==> src/rtl/bsg_mul_iterative_issue.sv <==
// Tagged request/response adapter in front of an iterative multiplier: issues operands,
// captures the 2*width_p product, selects/corrects the requested half. Optional macro:
// BSG_MUL_ISSUE_ZERO_BYPASS_EN (zero operand completes without a multiplier handshake).
module bsg_mul_iterative_issue #(
  parameter int width_p     = 64,
  parameter int tag_width_p = 5
) (
  input  logic                   clk_i,
  input  logic                   reset_n_i,
  input  logic                   v_i,
  output logic                   ready_o,
  input  logic [2:0]             op_i,
  input  logic [width_p-1:0]     opA_i,
  input  logic [width_p-1:0]     opB_i,
  input  logic [tag_width_p-1:0] tag_i,
  input  logic                   flush_i,
  output logic                   mul_v_o,
  input  logic                   mul_ready_i,
  output logic [width_p-1:0]     mul_opA_o,
  output logic [width_p-1:0]     mul_opB_o,
  output logic                   mul_signed_o,
  input  logic                   mul_v_i,
  input  logic [2*width_p-1:0]   mul_result_i,
  output logic                   mul_yumi_o,
  output logic                   v_o,
  output logic [width_p-1:0]     result_o,
  output logic [tag_width_p-1:0] tag_o,
  input  logic                   yumi_i,
  output logic [2:0]             state_o
);

  // Handshakes: a transfer happens on a rising clk_i edge where valid and ready/yumi are
  // both high; valid never depends on ready, and the payload is held while valid waits.

  typedef enum logic [2:0] {
    eIdle  = 3'd0,
    eIssue = 3'd1,
    eWait  = 3'd2,
    eFix   = 3'd3,
    eOut   = 3'd4
  } state_e;

  localparam logic [2:0] OP_MULH   = 3'b001;
  localparam logic [2:0] OP_MULHSU = 3'b010;
  localparam logic [2:0] OP_MULHU  = 3'b011;
  localparam logic [2:0] OP_MULW   = 3'b100;

  state_e                 state_r, state_n;
  logic [2:0]             op_r;
  logic [width_p-1:0]     opA_r, opB_r, result_r;
  logic [tag_width_p-1:0] tag_r;
  logic                   signed_r, drop_r;
  logic                   accept, bypass;
  logic [width_p-1:0]     sel_prod;

`ifdef BSG_MUL_ISSUE_ZERO_BYPASS_EN
  assign bypass = (opA_i == '0) || (opB_i == '0);
`else
  assign bypass = 1'b0;
`endif

  assign accept = (state_r == eIdle) && v_i && !flush_i;

  always_comb begin
    state_n    = state_r;
    ready_o    = 1'b0;
    mul_v_o    = 1'b0;
    mul_yumi_o = 1'b0;
    v_o        = 1'b0;
    case (state_r)
      eIdle: begin
        ready_o = !flush_i;
        if (accept) state_n = bypass ? eOut : eIssue;
      end
      eIssue: begin
        // Withholding valid during flush keeps the multiplier from starting an orphan op.
        mul_v_o = !flush_i;
        if (flush_i)          state_n = eIdle;
        else if (mul_ready_i) state_n = eWait;
      end
      eWait: begin
        mul_yumi_o = mul_v_i;
        if (mul_v_i) begin
          if (drop_r || flush_i)      state_n = eIdle;
          else if (op_r == OP_MULHSU) state_n = eFix;
          else                        state_n = eOut;
        end
      end
      eFix: state_n = (drop_r || flush_i) ? eIdle : eOut;
      eOut: begin
        v_o = 1'b1;
        if (yumi_i || flush_i) state_n = eIdle;
      end
      default: state_n = eIdle;
    endcase
  end

  always_comb begin
    sel_prod = mul_result_i[width_p-1:0];
    case (op_r)
      OP_MULH, OP_MULHSU, OP_MULHU: sel_prod = mul_result_i[2*width_p-1:width_p];
      OP_MULW: sel_prod = {{(width_p-32){mul_result_i[31]}}, mul_result_i[31:0]};
      default: sel_prod = mul_result_i[width_p-1:0];
    endcase
  end

  always_ff @(posedge clk_i or negedge reset_n_i) begin
    if (!reset_n_i) begin
      state_r  <= eIdle;
      op_r     <= '0;
      opA_r    <= '0;
      opB_r    <= '0;
      tag_r    <= '0;
      signed_r <= 1'b0;
      result_r <= '0;
      drop_r   <= 1'b0;
    end else begin
      state_r <= state_n;
      if (accept) begin
        op_r     <= op_i;
        opA_r    <= opA_i;
        opB_r    <= opB_i;
        tag_r    <= tag_i;
        signed_r <= (op_i == OP_MULH);
        if (bypass) result_r <= '0;
      end
      if (state_r == eWait && mul_v_i) result_r <= sel_prod;
      // MULHSU runs unsigned; a negative rs1 over-counts the high half by rs2.
      if (state_r == eFix) result_r <= result_r - (opA_r[width_p-1] ? opB_r : '0);
      if (state_n == eIdle)
        drop_r <= 1'b0;
      else if (flush_i && (state_r == eWait || state_r == eFix))
        drop_r <= 1'b1;
    end
  end

  assign mul_opA_o    = opA_r;
  assign mul_opB_o    = opB_r;
  assign mul_signed_o = signed_r;
  assign result_o     = result_r;
  assign tag_o        = tag_r;
  assign state_o      = state_r;

  // A product offered outside eWait is a multiplier protocol error; it is never consumed.
  a_mul_v_only_in_wait: assert property (@(posedge clk_i) disable iff (!reset_n_i)
    mul_v_i |-> (state_r == eWait));

endmodule

==> config.mk <==
export PLATFORM = sky130hd
export DESIGN_NAME = bsg_mul_iterative_issue
export DESIGN_NICKNAME = d
export VERILOG_FILES = /design/src/rtl/bsg_mul_iterative_issue.sv
export SDC_FILE = /design/constraint.sdc
export NUM_CORES = 1
export LEC_CHECK = 0
export CAP_MARGIN = 20
export CORE_AREA = 2 2 186 188
export CTS_CLUSTER_SIZE = 12
export DETAILED_ROUTE_END_ITERATION = 6
export DIE_AREA = 0 0 188 190
export PLACE_DENSITY = 0.78
export SLEW_MARGIN = 30
export SYNTH_ARGS = -nofsm -noshare
export SYNTH_HDL_FRONTEND = slang
export SYNTH_SLANG_ARGS = --single-unit
==> constraint.sdc <==
create_clock -name clk_i -period 4.9 [get_ports clk_i]
set_clock_uncertainty 0.15 [all_clocks]
set_input_delay 0.49 -clock clk_i [delete_from_list [all_inputs] [get_ports clk_i]]
set_output_delay 0.49 -clock clk_i [all_outputs]
set_load 0.005 [all_outputs]
# Yosys cells after proc, flatten, opt, wreduce, memory -nomap -nowiden
# Index checks and enable logic that the tools add are counted.
[totals]
reg_bits = 205
latchBits = 0
ram_bits = 0
n_memories = 0
in_bits = 271
romBits = 0
out_inout_bits = 205
[classes]
div_mod_pow = 0
n_mux = 19
addsub = 1
mul = 0
shift = 0
order_cmp = 0
reduce_logical = 13
n_eq_ne = 9
n_bitwise = 0
[ops]
columns = ["operator", "count"]
rows = [
  ["$mux W64", 3],
  ["$pmux W64 S2", 1],
  ["$sub A64 B64 Y64", 1],
  ["$mux W3", 8],
  ["$pmux W3 S5", 1],
  ["$eq A3 B2 Y1 const B", 4],
  ["$eq A3 B1 Y1 const B", 3],
  ["$eq A3 B3 Y1 const B", 2],
  ["$logic_not A3 Y1", 2],
  ["$mux W1", 6],
  ["$logic_and A1 B1 Y1", 4],
  ["$reduce_bool A2 Y1", 2],
  ["$logic_or A1 B1 Y1", 3],
  ["$reduce_or A3 Y1", 1],
  ["$logic_not A1 Y1", 1],
]

# Longest topological paths before layout
[depth]
ltp_word = 7
mapped_depth = 16
mapped_depth_nobuf = 14

# Worst setup path after synthesis
# No wires, ideal clock.
[synth_timing]
path_kind = "register -> register"
startpoint = "register opA_r[63], in the netlist mul_opA_o[63]"
endpoint = "register result_r[62], in the netlist result_o[62]"
required_time_ns = 4.667
setup_ns = 0.083
stages_incl_launch_ff = 15
slack_ns = 1.018
arrival_time_ns = 3.649
path_buffers = 3
path_cell_list = "dfrtp_1 > clkbuf_1 > clkbuf_1 > nand2_1 > ha_1 > clkdlybuf4s25_2 > nand4_1 > o31a_1 > or4_4 > a2111oi_4 > o21ai_2 > a31oi_2 > mux2i_1 > o2111ai_1 > o22ai_1"
[synth_via]
elab_chain_cells = 3
[synth_lines]
columns = ["element", "line", "rtl"]
rows = [
  ["start, declared", "50", "logic [width_p-1:0] opA_r, opB_r, result_r;"],
  ["start signal, assigned", "121", "opA_r <= opA_i;"],
  ["$mux W64", "129", "if (state_r == eFix) result_r <= result_r - (opA_r[width_p-1] ? opB_r : '0);"],
  ["$sub A64 B64 Y64", "129", ""],
  ["$mux W64", "129", ""],
  ["end signal, assigned", "127", "if (state_r == eWait && mul_v_i) result_r <= sel_prod;"],
  ["end signal, assigned", "129", ""],
  ["end, declared", "50", ""],
]
# Every way passes these cells.
# A chain may end at the register's enable or synchronous reset.

# Final worst setup path
[layout_timing]
startpoint = "register opA_r[63], in the netlist mul_opA_o[63]"
endpoint = "register result_r[57], in the netlist result_o[57]"
# The elaborated chain is that of the path after synthesis.

==> results.toml <==
[layout]
instances_no_fill = 2216
layout-drive-gt1-share_pct = 12.6
final_nets = 2085
synthToLayoutAreaGrowth_pct = 44.6
final_cell_mix = "474 x clkdlybuf4s50_1, 204 x dfrtp_1, 154 x nand2_1"
final_common_cell = "clkdlybuf4s50_1"

[placed_design]
gp_congestion = 0.936
numPortBuffers = 475
dp_hpwl_um = 33800
dpl.cell_count = 2172

[yosys]
async_flop_share_pct = 100
ys.flop_type = "dfrtp_1"
synth-edff-count = 0
syn-num-nets = 1657
synth-seq-cells = 205
synth_area_per_cell_um2 = 9.80
ys_types = 82
synth_compound_area_share_pct = 20.7
synth-xor-area-share_pct = 3.80
synthCells = 1316
syn_area_mm2 = 0.0129
synthAdderAreaFrac_pct = 6.85
synth.area.mux_share_pct = 12.0
yosys_warnings = 0
synth_simple_gate_area_share_pct = 12.4
ys_seq_area_share_pct = 39.8
synth_top_family_by_area = "compound AO/OA/AOI/OAI gates"

[outcome]
outcome = "finished, final reports clean"

[power_and_ir_drop]
power.leakage_nw = 7.50
fin_total_pwr_w = 0.0116
pwr-share-comb_pct = 60.6
power_frac_clock_pct = 15.0
p_sw_w = 0.00486
switching_share_pct = 41.8
internal_power_w = 0.00675
p_seq_share_pct = 24.4
p_per_area_mw_per_mm2 = 623
ir_drop_mv = 0.354

[timing]
whs_ps = 333
rsz0062_at_grt = "false"
setup_tns_ps = 0
setup_viol = 0
worstMarginPinSlew_ps = 935
fin_crit_sh_pct = 86.2
finalHoldViolCount = 0
slew_headroom_pct = 37.7
min_period_ps = 4230
max_freq_mhz = 237
drv_slew = 0

[global_routing]
overflow = 0
grt_pass1_vias = 12600
met1_usage_pct = 29.3
grt-busiest-layer = "met2"
grt_first_pass_wirelength_um = 69000
groute.layer.met3.usage_pct = 5.61
use_met2_pct = 42.4
grt_usage_pct = 24.0
antenna_found_initial = 1
grt_max_degree = 105

[worst_setup_path]
cpPeakStageDelay_ps = 530
cp_num_buf_inv = 1
path_cells = "buf_4 -> nand2_1 -> ha_1 -> o21ai_0 -> a21oi_1 -> a311oi_2 -> a31oi_4 -> a21boi_2 -> or4_1 -> a31oi_1 -> a211o_1 -> a21oi_1 -> xor2_1 -> a211oi_1"
critPathMostFrequentCell = "a21oi_1"
worst-setup-path-type = "reg -> reg"
critPathArrivalTime_ps = 4530
path_max_fanout = 44
crit_family = "compound AO/OA/AOI/OAI gates"
crit_required_ps = 5200
slowest_stage = "or4_1"
cp-end-kind = "flip-flop"
start_kind = "flip-flop"

[clock_tree]
ctsResizeCount = 0
cts.sinks = 205
clock_latency_ps = 550
cts_tree = "yes"
clk_pin_slew_ps = 70
h-tree-depth = 1
clockBufferDepth = 3
cts-root-buf = "clkbuf_16"
cts-buffers-inserted = 24

[detailed_routing]
drc = 0
wl_per_cell_um = 19.9
via_per_inst = 5.46
drtIter0Drc = 785
vias = 12100
first_pass_iters = 5
wl_um = 44000
ant_nets = 0

[job]
maxCapViolCount = 0

[floorplanning]
die-height_um = 190
start_util_pct = 38.0
rows = 68
ios = 476
core_area_mm2 = 0.0339
die_x_um = 188
dieArea_mm2 = 0.0357

[worst_hold_path]
hp-class = "reg -> reg"
## power groups by stage
stage	logic (W)	registers (W)	clock network (W)
2_1_floorplan	0.00444	0.00276	0
3_3_place_gp	0.00688	0.00283	0
3_5_place_dp	0.00699	0.00285	0
4_1_cts	0.00703	0.00283	0.00179
5_1_grt	0.00772	0.00291	0.00185
6_report	0.00704	0.00283	0.00174
## through the flow
step                      area (µm²)  setup WS (ps)  util [%]
after floorplan                12900           1020         -
after global placement         17900            765      52.7
after detailed placement       17900            658      52.7
after CTS                      18600            670      54.9
after global routing           18700            317      54.9
final                          18700            674      54.9
## synth_stat cells (all sizes together), types with 3 or more instances
| master | instances | share of area (%) |
|---|---|---|
| dfrtp | 205 | 40 |
| nand2 | 156 | 4.5 |
| mux2 | 136 | 12 |
| o21ai | 109 | 4.3 |
| a21oi | 82 | 3.2 |
| clkbuf | 80 | 3.1 |
| ha | 69 | 6.7 |
| nand3 | 41 | 1.6 |
| a21o | 39 | 2.3 |
| nor2 | 34 | 0.99 |
| o211ai | 31 | 1.8 |
| nor3 | 28 | 1.1 |
| xnor2 | 28 | 1.9 |
| xor2 | 28 | 1.9 |
| a211oi | 26 | 1.6 |
| a221oi | 26 | 1.8 |
| nand4 | 23 | 1.1 |
| inv | 20 | 0.58 |
| o21bai | 14 | 0.82 |
| a31oi | 13 | 0.80 |
| nand2b | 11 | 0.53 |
| o31ai | 10 | 0.58 |
| and2 | 9 | 0.45 |
| and3 | 9 | 0.46 |
| a22o | 8 | 0.54 |
| o221ai | 8 | 0.54 |
| o21a | 7 | 0.41 |
| nor2b | 6 | 0.29 |
| o22ai | 5 | 0.29 |
| or3 | 5 | 0.25 |
| o31a | 4 | 0.29 |
| a211o | 3 | 0.20 |
| buf | 3 | 0.20 |
| nor3b | 3 | 0.17 |
## routing by layer
| layer | share of wire (%) | vias to the layer above | routed length, µm |
|---|---|---|---|
| met5 | 0 | - | 0 |
| met4 | 2.4 | 0 | 1080 |
| met3 | 6.8 | 63 | 3010 |
| met2 | 49 | 402 | 21800 |
| met1 | 41 | 5908 | 18200 |
| li1 | - | 5737 | - |
## tightest hold or removal path: cells and delay by family (launching register included)
family / cells / cell delay (ps)
AO/OA/AOI/OAI: 1 / 60
flip-flops: 1 / 340
AND/OR/NAND/NOR: 1 / 50
## registers in the layout, indices dropped and copies added (netlist names)
| signal | cells |
|---|---|
| op_r | 3 |
| mul_opB_o | 64 |
| mul_opA_o | 64 |
| drop_r | 1 |
| mul_signed_o | 1 |
| state_o | 3 |
| tag_o | 5 |
| result_o | 64 |
## worst paths after layout
kind	start	end	slack, ps	cells after the start
max in group asynchronous	reset_n_i	result_o[48]$_DFFE_PN0P_	3110	3
worst min-delay path	mul_signed_o$_DFFE_PN0P_	mul_signed_o$_DFFE_PN0P_	330	2
worst max-delay path	mul_opA_o[63]$_DFFE_PN0P_	result_o[57]$_DFFE_PN0P_	670	14
worst max register to register	mul_opA_o[63]$_DFFE_PN0P_	result_o[57]$_DFFE_PN0P_	670	14
min in group asynchronous	reset_n_i	tag_o[3]$_DFFE_PN0P_	420	2
worst min register to register	mul_signed_o$_DFFE_PN0P_	mul_signed_o$_DFFE_PN0P_	330	2
## cell families after synthesis
family	count (synthesis)
AND/OR/NAND/NOR	340
multiplexers	137
buffers and inverters	108
AO/OA/AOI/OAI	400
adder cells (fa/ha/maj)	70
flip-flops	205
XOR/XNOR	56
## cell type report
class	count	area, µm²
Fill cell	2946	15300
Tap cell	455	569
Timing Repair Buffer	490	4890
Multi-Input combinational cell	1003	7220
Inverter	20	76.3
Sequential cell	205	5130
Clock buffer	34	668
Antenna cell	1	2.50
Clock inverter	8	95.1
## what timing repair did
action	4_1_cts	5_1_grt
hold buffers	1	0
setup buffers	0	0
hold endpoints to repair	103	0
Power figures use the tool's default switching activity.
